==> src/rtl/uart_pkg.sv <==
// Shared definitions for the UART controller: register offsets, CON bit positions
// and the transmit sequencer state encoding.
package uart_pkg;

    localparam logic [3:0] TXD_OFS = 4'h6;
    localparam logic [3:0] RXD_OFS = 4'h7;
    localparam logic [3:0] CON_OFS = 4'h8;

    localparam int unsigned CON_TX_READY   = 0;
    localparam int unsigned CON_RX_VALID   = 1;
    localparam int unsigned CON_RX_OVERRUN = 2;
    localparam int unsigned CON_TX_BUSY    = 3;
    localparam int unsigned CON_RX_IE      = 4;
    localparam int unsigned CON_TX_IE      = 5;

    typedef enum logic [1:0] {
        IDLE,
        START,
        WAIT_BUSY,
        WAIT_DONE
    } tx_state_e;

endpackage

==> src/rtl/uart_controller_if.sv <==
// CPU bus and UART transmitter/receiver signals of the UART controller.
// The slave modport is the controller; the master modport is its environment.
interface uart_controller_if;

    logic        sel;
    logic        rd;
    logic        wr;
    logic [5:0]  addr;
    logic [31:0] wdata;
    logic [31:0] rdata;
    logic        tx_en;
    logic [7:0]  tx_data;
    logic        tx_status;
    logic        rx_status;
    logic [7:0]  rx_data;
    logic        irq;

    modport master (
        output sel, rd, wr, addr, wdata, tx_status, rx_status, rx_data,
        input  rdata, tx_en, tx_data, irq
    );

    modport slave (
        input  sel, rd, wr, addr, wdata, tx_status, rx_status, rx_data,
        output rdata, tx_en, tx_data, irq
    );

endinterface

==> src/rtl/uart_tx_fifo.sv <==
// Transmit byte FIFO. DEPTH must be a power of two so the pointers wrap naturally.
// A push into a full FIFO is accepted only when a pop happens in the same cycle.
module uart_tx_fifo #(
    parameter int unsigned DEPTH = 4,
    parameter int unsigned WIDTH = 8
) (
    input  logic                       sysclk,
    input  logic                       reset,
    input  logic                       push,
    input  logic                       pop,
    input  logic [WIDTH-1:0]           din,
    output logic [WIDTH-1:0]           dout,
    output logic                       full,
    output logic                       empty,
    output logic [$clog2(DEPTH):0]     count
);

    localparam int unsigned PTR_W = $clog2(DEPTH);
    localparam int unsigned CNT_W = PTR_W + 1;

    logic [WIDTH-1:0] mem [DEPTH];
    logic [PTR_W-1:0] wr_ptr_q, rd_ptr_q;
    logic [CNT_W-1:0] count_q, count_d;
    logic             do_push, do_pop;

    assign full    = (count_q == CNT_W'(DEPTH));
    assign empty   = (count_q == '0);
    assign count   = count_q;
    assign dout    = mem[rd_ptr_q];
    assign do_pop  = pop & ~empty;
    assign do_push = push & (~full | do_pop);

    always_comb begin
        count_d = count_q + CNT_W'(do_push) - CNT_W'(do_pop);
    end

    always_ff @(posedge sysclk or posedge reset) begin
        if (reset) begin
            wr_ptr_q <= '0;
            rd_ptr_q <= '0;
            count_q  <= '0;
        end else begin
            if (do_push) wr_ptr_q <= wr_ptr_q + PTR_W'(1);
            if (do_pop)  rd_ptr_q <= rd_ptr_q + PTR_W'(1);
            count_q <= count_d;
        end
    end

    // Storage needs no reset: entries are only read once counted as valid.
    always_ff @(posedge sysclk) begin
        if (do_push) mem[wr_ptr_q] <= din;
    end

endmodule

==> src/rtl/uart_controller.sv <==
// Memory-mapped UART controller: queues TX bytes and sequences the external transmitter,
// latches RX bytes with valid/overrun flags and raises a level interrupt.
module uart_controller
    import uart_pkg::*;
#(
    parameter int unsigned TX_DEPTH = 4,
    parameter logic [3:0]  ADDR_TXD = TXD_OFS,
    parameter logic [3:0]  ADDR_RXD = RXD_OFS,
    parameter logic [3:0]  ADDR_CON = CON_OFS
) (
    input  logic            sysclk,
    input  logic            reset,
    uart_controller_if.slave bus
);

    localparam int unsigned CNT_W = $clog2(TX_DEPTH) + 1;

    tx_state_e   state_q, state_d;
    logic        wait_cnt_q, wait_cnt_d;
    logic [7:0]  tx_data_q;

    logic        fifo_pop, fifo_full, fifo_empty;
    logic [7:0]  fifo_dout;
    logic [CNT_W-1:0] fifo_count;

    logic [7:0]  rx_buf_q, rx_buf_d;
    logic        rx_valid_q, rx_valid_d;
    logic        rx_overrun_q, rx_overrun_d;
    logic        rx_ie_q, rx_ie_d;
    logic        tx_ie_q, tx_ie_d;
    logic        irq_q, irq_d;

    logic [3:0]  reg_sel;
    logic        txd_wr, rxd_rd, con_wr, tx_busy;
    logic        unused_bits;

    assign reg_sel     = bus.addr[5:2];
    assign txd_wr      = bus.sel & bus.wr & (reg_sel == ADDR_TXD);
    assign rxd_rd      = bus.sel & bus.rd & (reg_sel == ADDR_RXD);
    assign con_wr      = bus.sel & bus.wr & (reg_sel == ADDR_CON);
    assign tx_busy     = (state_q != IDLE) | (fifo_count != '0);
    assign unused_bits = ^{bus.wdata[31:8], bus.addr[1:0]};

    uart_tx_fifo #(
        .DEPTH (TX_DEPTH),
        .WIDTH (8)
    ) u_tx_fifo (
        .sysclk (sysclk),
        .reset  (reset),
        .push   (txd_wr),
        .pop    (fifo_pop),
        .din    (bus.wdata[7:0]),
        .dout   (fifo_dout),
        .full   (fifo_full),
        .empty  (fifo_empty),
        .count  (fifo_count)
    );

    // TX sequencer: state register.
    always_ff @(posedge sysclk or posedge reset) begin
        if (reset) begin
            state_q    <= IDLE;
            wait_cnt_q <= 1'b0;
        end else begin
            state_q    <= state_d;
            wait_cnt_q <= wait_cnt_d;
        end
    end

    // TX sequencer: next state. A transmitter that never shows busy is assumed
    // to have taken the byte after two cycles in WAIT_BUSY.
    always_comb begin
        state_d    = state_q;
        wait_cnt_d = wait_cnt_q;
        fifo_pop   = 1'b0;
        unique case (state_q)
            IDLE: begin
                if (!fifo_empty && bus.tx_status) begin
                    fifo_pop = 1'b1;
                    state_d  = START;
                end
            end
            START: begin
                wait_cnt_d = 1'b0;
                state_d    = WAIT_BUSY;
            end
            WAIT_BUSY: begin
                if (!bus.tx_status || wait_cnt_q) state_d = WAIT_DONE;
                else wait_cnt_d = 1'b1;
            end
            WAIT_DONE: begin
                if (bus.tx_status) state_d = IDLE;
            end
            default: state_d = IDLE;
        endcase
    end

    // TX sequencer: outputs.
    always_comb begin
        bus.tx_en   = (state_q == START);
        bus.tx_data = tx_data_q;
    end

    always_ff @(posedge sysclk or posedge reset) begin
        if (reset) tx_data_q <= 8'h00;
        else if (fifo_pop) tx_data_q <= fifo_dout;
    end

    // RX capture and CON updates; a new byte takes priority over a coincident RXD read.
    always_comb begin
        rx_buf_d     = rx_buf_q;
        rx_valid_d   = rx_valid_q;
        rx_overrun_d = rx_overrun_q;
        rx_ie_d      = rx_ie_q;
        tx_ie_d      = tx_ie_q;
        if (rxd_rd) begin
            rx_valid_d   = 1'b0;
            rx_overrun_d = 1'b0;
        end
        if (con_wr) begin
            rx_ie_d = bus.wdata[CON_RX_IE];
            tx_ie_d = bus.wdata[CON_TX_IE];
            if (bus.wdata[CON_RX_OVERRUN]) rx_overrun_d = 1'b0;
        end
        if (bus.rx_status) begin
            rx_buf_d   = bus.rx_data;
            rx_valid_d = 1'b1;
            if (rx_valid_q && !rxd_rd) rx_overrun_d = 1'b1;
        end
        irq_d = (rx_ie_q & rx_valid_q) | (tx_ie_q & ~tx_busy);
    end

    always_ff @(posedge sysclk or posedge reset) begin
        if (reset) begin
            rx_buf_q     <= 8'h00;
            rx_valid_q   <= 1'b0;
            rx_overrun_q <= 1'b0;
            rx_ie_q      <= 1'b0;
            tx_ie_q      <= 1'b0;
            irq_q        <= 1'b0;
        end else begin
            rx_buf_q     <= rx_buf_d;
            rx_valid_q   <= rx_valid_d;
            rx_overrun_q <= rx_overrun_d;
            rx_ie_q      <= rx_ie_d;
            tx_ie_q      <= tx_ie_d;
            irq_q        <= irq_d;
        end
    end

    assign bus.irq = irq_q;

    always_comb begin
        bus.rdata = 32'h0;
        if (bus.sel) begin
            if (reg_sel == ADDR_RXD) begin
                bus.rdata = {24'h0, rx_buf_q};
            end else if (reg_sel == ADDR_CON) begin
                bus.rdata[CON_TX_READY]   = ~fifo_full;
                bus.rdata[CON_RX_VALID]   = rx_valid_q;
                bus.rdata[CON_RX_OVERRUN] = rx_overrun_q;
                bus.rdata[CON_TX_BUSY]    = tx_busy;
                bus.rdata[CON_RX_IE]      = rx_ie_q;
                bus.rdata[CON_TX_IE]      = tx_ie_q;
            end
        end
    end

endmodule

==> src/flat_wrapper.sv <==
// flat-port wrapper written by rule: the top's interface ports become plain ports
module uart_controller_flat import uart_pkg::*;
#(
    parameter int unsigned TX_DEPTH = 4,
    parameter logic [3:0]  ADDR_TXD = TXD_OFS,
    parameter logic [3:0]  ADDR_RXD = RXD_OFS,
    parameter logic [3:0]  ADDR_CON = CON_OFS
)
  (sysclk, reset, bus_sel, bus_rd, bus_wr, bus_addr, bus_wdata, bus_tx_status, bus_rx_status, bus_rx_data, bus_rdata, bus_tx_en, bus_tx_data, bus_irq);
  uart_controller_if bus_i ();
  input  logic sysclk;
  input  logic reset;
  input wire logic [$bits(bus_i.sel)-1:0] bus_sel;
  input wire logic [$bits(bus_i.rd)-1:0] bus_rd;
  input wire logic [$bits(bus_i.wr)-1:0] bus_wr;
  input wire logic [$bits(bus_i.addr)-1:0] bus_addr;
  input wire logic [$bits(bus_i.wdata)-1:0] bus_wdata;
  input wire logic [$bits(bus_i.tx_status)-1:0] bus_tx_status;
  input wire logic [$bits(bus_i.rx_status)-1:0] bus_rx_status;
  input wire logic [$bits(bus_i.rx_data)-1:0] bus_rx_data;
  output wire logic [$bits(bus_i.rdata)-1:0] bus_rdata;
  output wire logic [$bits(bus_i.tx_en)-1:0] bus_tx_en;
  output wire logic [$bits(bus_i.tx_data)-1:0] bus_tx_data;
  output wire logic [$bits(bus_i.irq)-1:0] bus_irq;
  assign bus_i.sel = bus_sel;
  assign bus_i.rd = bus_rd;
  assign bus_i.wr = bus_wr;
  assign bus_i.addr = bus_addr;
  assign bus_i.wdata = bus_wdata;
  assign bus_i.tx_status = bus_tx_status;
  assign bus_i.rx_status = bus_rx_status;
  assign bus_i.rx_data = bus_rx_data;
  assign bus_rdata = bus_i.rdata;
  assign bus_tx_en = bus_i.tx_en;
  assign bus_tx_data = bus_i.tx_data;
  assign bus_irq = bus_i.irq;
  uart_controller #(.TX_DEPTH(TX_DEPTH), .ADDR_TXD(ADDR_TXD), .ADDR_RXD(ADDR_RXD), .ADDR_CON(ADDR_CON)) u_core (.sysclk(sysclk), .reset(reset), .bus(bus_i));
endmodule
==> config.mk <==
export PLATFORM = sky130hd
export DESIGN_NAME = uart_controller_flat
export DESIGN_NICKNAME = d
export VERILOG_FILES = /design/src/rtl/uart_pkg.sv /design/src/rtl/uart_controller_if.sv /design/src/rtl/uart_tx_fifo.sv /design/src/rtl/uart_controller.sv /design/src/flat_wrapper.sv
export SDC_FILE = /design/constraint.sdc
export NUM_CORES = 1
export LEC_CHECK = 0
export BUFFER_PORTS_ARGS = -buffer_cell sky130_fd_sc_hd__buf_2
export CORE_MARGIN = 4
export CORE_UTILIZATION = 54
export DETAILED_ROUTE_END_ITERATION = 12
export GPL_ROUTABILITY_DRIVEN = 0
export HOLD_SLACK_MARGIN = 0.15
export PLACE_DENSITY_LB_ADDON = 0.12
export RECOVER_POWER = 25
export SLEW_MARGIN = 10
export SYNTH_ARGS = -nofsm -noshare
export SYNTH_HDL_FRONTEND = slang
export SYNTH_SLANG_ARGS = --single-unit
==> constraint.sdc <==
create_clock -name sysclk -period 4.9 [get_ports sysclk]
set_clock_uncertainty 0.2 [all_clocks]
set_input_delay 0.98 -clock sysclk [delete_from_list [all_inputs] [get_ports sysclk]]
set_output_delay 0.98 -clock sysclk [all_outputs]
set_load 0.1 [all_outputs]
==> results.rst <==
.. list-table::
   :header-rows: 1

   * - Metric
     - Value
   * - Outcome
     - complete, but fails checks
   * - Violations in the final reports
     - max-capacitance violations, max-slew violations
   * - Initial detailed-routing violation count
     - 72
   * - Main synth FF type
     - edfxtp_1
   * - Worst max-slew margin expressed relative to the limit
     - -16.6%
   * - Most frequent standard cell in the layout excluding fill and tap cells
     - buf_2
   * - Reg-to-reg setup timing slack
     - 1.93 ns
   * - Cell occurring most often along the worst timing path
     - buf_2
   * - Share of async-settable or async-resettable flops after synthesis
     - 49.2%
   * - Maximum clock frequency
     - 271 MHz
   * - Overall power
     - 1980 µW
   * - Seq. cell area
     - 1740 µm²
   * - Total number of yosys warnings
     - 0
   * - EDFF count, synth
     - 32
   * - Residual DRC
     - 0
   * - Number of cells traversed by the worst register-to-register path
     - 11
   * - Post-route minimum period
     - 3.69 ns
   * - Worst Hold Depth
     - 2
   * - Deepest level of the CTS H-tree
     - 3
   * - Slowest CP cell
     - buf_2
   * - Die Width
     - 81.8 µm
   * - Pwr per Cell Area
     - 590 nW/µm²
   * - Site row count
     - 26
   * - Core area
     - 5200 µm²
   * - Sort of element at the end of the critical path
     - output port
   * - Register bit count reported by yosys
     - 63
   * - Iteration count of the initial detailed-routing pass
     - 4
   * - Via count of the first global-routing pass
     - 1656
   * - Via-per-instance ratio
     - 4.90
   * - Leakage Power
     - 0.00147 µW
   * - Register area share after synthesis
     - 59.1%
   * - Cell family with most CP delay
     - simple AND/OR/NAND/NOR gates
   * - Area of combinational cells with multiple inputs
     - 1050 µm²
   * - Number of antenna violations at the first check in global routing
     - 0
   * - Insertion delay of the later-clocked pin in the worst-skew pair
     - 0.33 ns
   * - Final number of setup-violating endpoints
     - 0
   * - Kind of launch point of the worst setup path
     - input port
   * - GRT Overall Usage
     - 16.5%
   * - Slew at the pin closest to its max-slew limit
     - 1.75 ns
   * - Post-synthesis area per instance
     - 14.1 µm²
   * - Worst reg2reg path startpoint
     - u_core.state_q[0]$_DFFE_PP0P_
   * - Synth-to-Final Area Change
     - 14.2%
   * - Clock Tree Root
     - clkbuf_8
   * - Fraction of layout instances using a drive strength above 1
     - 30.8%
   * - Global-route wire length before repair
     - 7.97 mm
   * - Worst Setup Path Type
     - in2out
   * - Number of sinks handled by clock tree synthesis
     - 63
   * - Post-Synthesis Cell Area
     - 2940 µm²
   * - Pin count of the biggest net entering global routing
     - 32
   * - Critical R2R Capture
     - u_core.u_tx_fifo.count[2]$_DFF_PP0_
   * - CTS tree
     - built
   * - Count of vias placed by the detailed router
     - 1645
   * - HPWL after detailed placement
     - 3.34 mm
   * - # port buffers
     - 44
   * - Count of filler cells inserted in the layout
     - 410
   * - Unrepaired setup endpoints after global routing
     - false
   * - Required time of the worst setup path
     - 3.72 ns
   * - Classification of the worst-slack hold path
     - reg2reg
   * - Wirelength, routed
     - 4.92 mm
   * - Maximum capacitance violations
     - 1
   * - Top library cells by usage in the layout, fill and taps aside
     - buf_2 (36), edfxtp_1 (32), dfrtp_1 (31)
   * - Leftover overflow at the end of global routing
     - 0
   * - Min-Delay Endpoint
     - u_core.bus.tx_data[4]$_DFFE_PP0N_
   * - Die area
     - 6690 µm²
   * - Number of top-level pins
     - 95
   * - Net total in the final layout
     - 326
   * - Period utilization
     - 75.2%
   * - Initial cell density of the core
     - 56.5%
   * - Critical hold path startpoint
     - u_core.bus.tx_data[4]$_DFFE_PP0N_
   * - Series of cell instances along the critical path
     - buf_2 > or3b_1 > nor3b_2 > a22o_1 > buf_2
   * - Count of cell types in the netlist
     - 39
   * - Highest ir drop seen on vdd
     - 301 µV
   * - Antenna Diode Count
     - 0
   * - Hold bufs inserted after CTS
     - 0
   * - Fin. Hold Viols
     - 0
   * - Largest incremental delay on the critical path
     - 0.43 ns
   * - Combined buffer and inverter count along the critical path
     - 2
   * - Post-route ant nets
     - 0
   * - Number of buffers created by CTS
     - 9
   * - Critical path peak fanout
     - 5
   * - Number of buffers inserted to repair setup after CTS
     - 0
   * - Cells after Synth
     - 209
   * - Largest buffer count on any clock path
     - 2
   * - Total Neg Setup Slack
     - 0 ns
   * - Drt wl/cell
     - 14.6 µm
   * - Slew Limit Fails
     - 32
   * - Cts repair resizes
     - 0
   * - CP arrival
     - 2.51 ns
   * - Clock edge transition at the registers on the reported setup and hold paths
     - 0.07 ns
   * - Die Span Y
     - 81.8 µm
==> layout make-up <==
| class | instances | share of cell area, % |
|---|---|---|
| tap | 70 | 2.61 |
| multi-input combinational | 129 | 31.2 |
| clock buffer | 11 | 4.21 |
| sequential | 63 | 51.7 |
| timing repair buffer | 45 | 6.37 |
| clock inverter | 5 | 2.42 |
| inverter | 13 | 1.45 |
==> Yosys cell counts, types with 4 or more instances <==
cell | n | share of area [%]
dfrtp_1 | 31 | 26
nand2_1 | 30 | 3.8
a22o_1 | 5 | 1.5
buf_4 | 24 | 6.1
edfxtp_1 | 32 | 33
xnor2_1 | 5 | 1.5
mux4_2 | 8 | 6.1
mux2_2 | 10 | 3.8
and2_2 | 4 | 1.0
inv_1 | 12 | 1.5
ha_1 | 11 | 4.7
==> per-layer routing <==
layer	wire, µm	vias up	share of wire (%)	track usage, %
met3	323	4	6.6	4.93
li1	-	795	-	-
met4	29	0	0.59	6.48
met2	2430	51	49	26.6
met1	2130	795	43	21.1
met5	0	-	0	0
==> worst max path at each step <==
stage                           start           end  slack [ns]  depth (start not counted)
after floorplan           bus_addr[3]  bus_rdata[1]        0.56                          3
after global placement    bus_addr[3]  bus_rdata[5]        1.22                          5
after detailed placement  bus_addr[3]  bus_rdata[5]        1.21                          5
after CTS                 bus_addr[3]  bus_rdata[5]        1.21                          5
after global routing      bus_addr[3]  bus_rdata[0]        1.13                          5
final                     bus_addr[3]  bus_rdata[5]        1.21                          5
==> where the power goes <==
| part | internal (µW) | total [µW] | switching [µW] | leakage (µW) |
|---|---|---|---|---|
| Sequential | 646 | 754 | 107 | 0.000655 |
| Combinational | 205 | 732 | 527 | 0.000709 |
| Clock | 300 | 495 | 195 | 0.000110 |
==> cells by family (layout without fill, tap and decap cells) <==
kind of cell / Yosys count / count (layout) / share of synthesized area (%)
DFF: 63 / 63 / 59.1
and+or+nand+nor: 50 / 50 / 8.86
buffers and inverters: 40 / 74 / 8.22
muxes: 20 / 20 / 10.9
AOI/OAI and AO/OA: 18 / 18 / 6.00
adders and majority gates: 12 / 12 / 5.36
xor gates and xnor gates: 5 / 5 / 1.49
other: 1 / 24 / 0.128
==> sequential cells by signal, summed over array words and instances, names as in the netlist <==
signal                     cells
u_core.rx_ie_q                 1
u_core.bus.tx_data             8
u_core.rx_overrun_q            1
u_core.u_tx_fifo.count         3
u_core.tx_ie_q                 1
u_core.rx_buf_q                8
u_core.bus.irq                 1
u_core.rx_valid_q              1
u_core.state_q                 2
u_core.u_tx_fifo.mem          32
u_core.wait_cnt_q              1
u_core.u_tx_fifo.rd_ptr_q      2
u_core.u_tx_fifo.wr_ptr_q      2
==> per-stage QoR <==
stage,util (%),cells,hold WS (ns),setup WS (ns),cell area (µm²)
global placement,60.5,320,0.252,1.22,3150
floorplan,-,232,0.268,0.562,3030
global route,64.5,336,0.292,1.13,3360
detailed placement,60.5,320,0.258,1.21,3150
CTS,64.8,336,0.274,1.21,3370
finish,64.5,336,0.268,1.21,3360
==> worst min-delay path, stage by stage, from the launching register on <==
cell	delay [ns]
dfrtp_1	0.34
nand2_1	0.05
nand2_1	0.05
(Power assumes the default switching activity.)
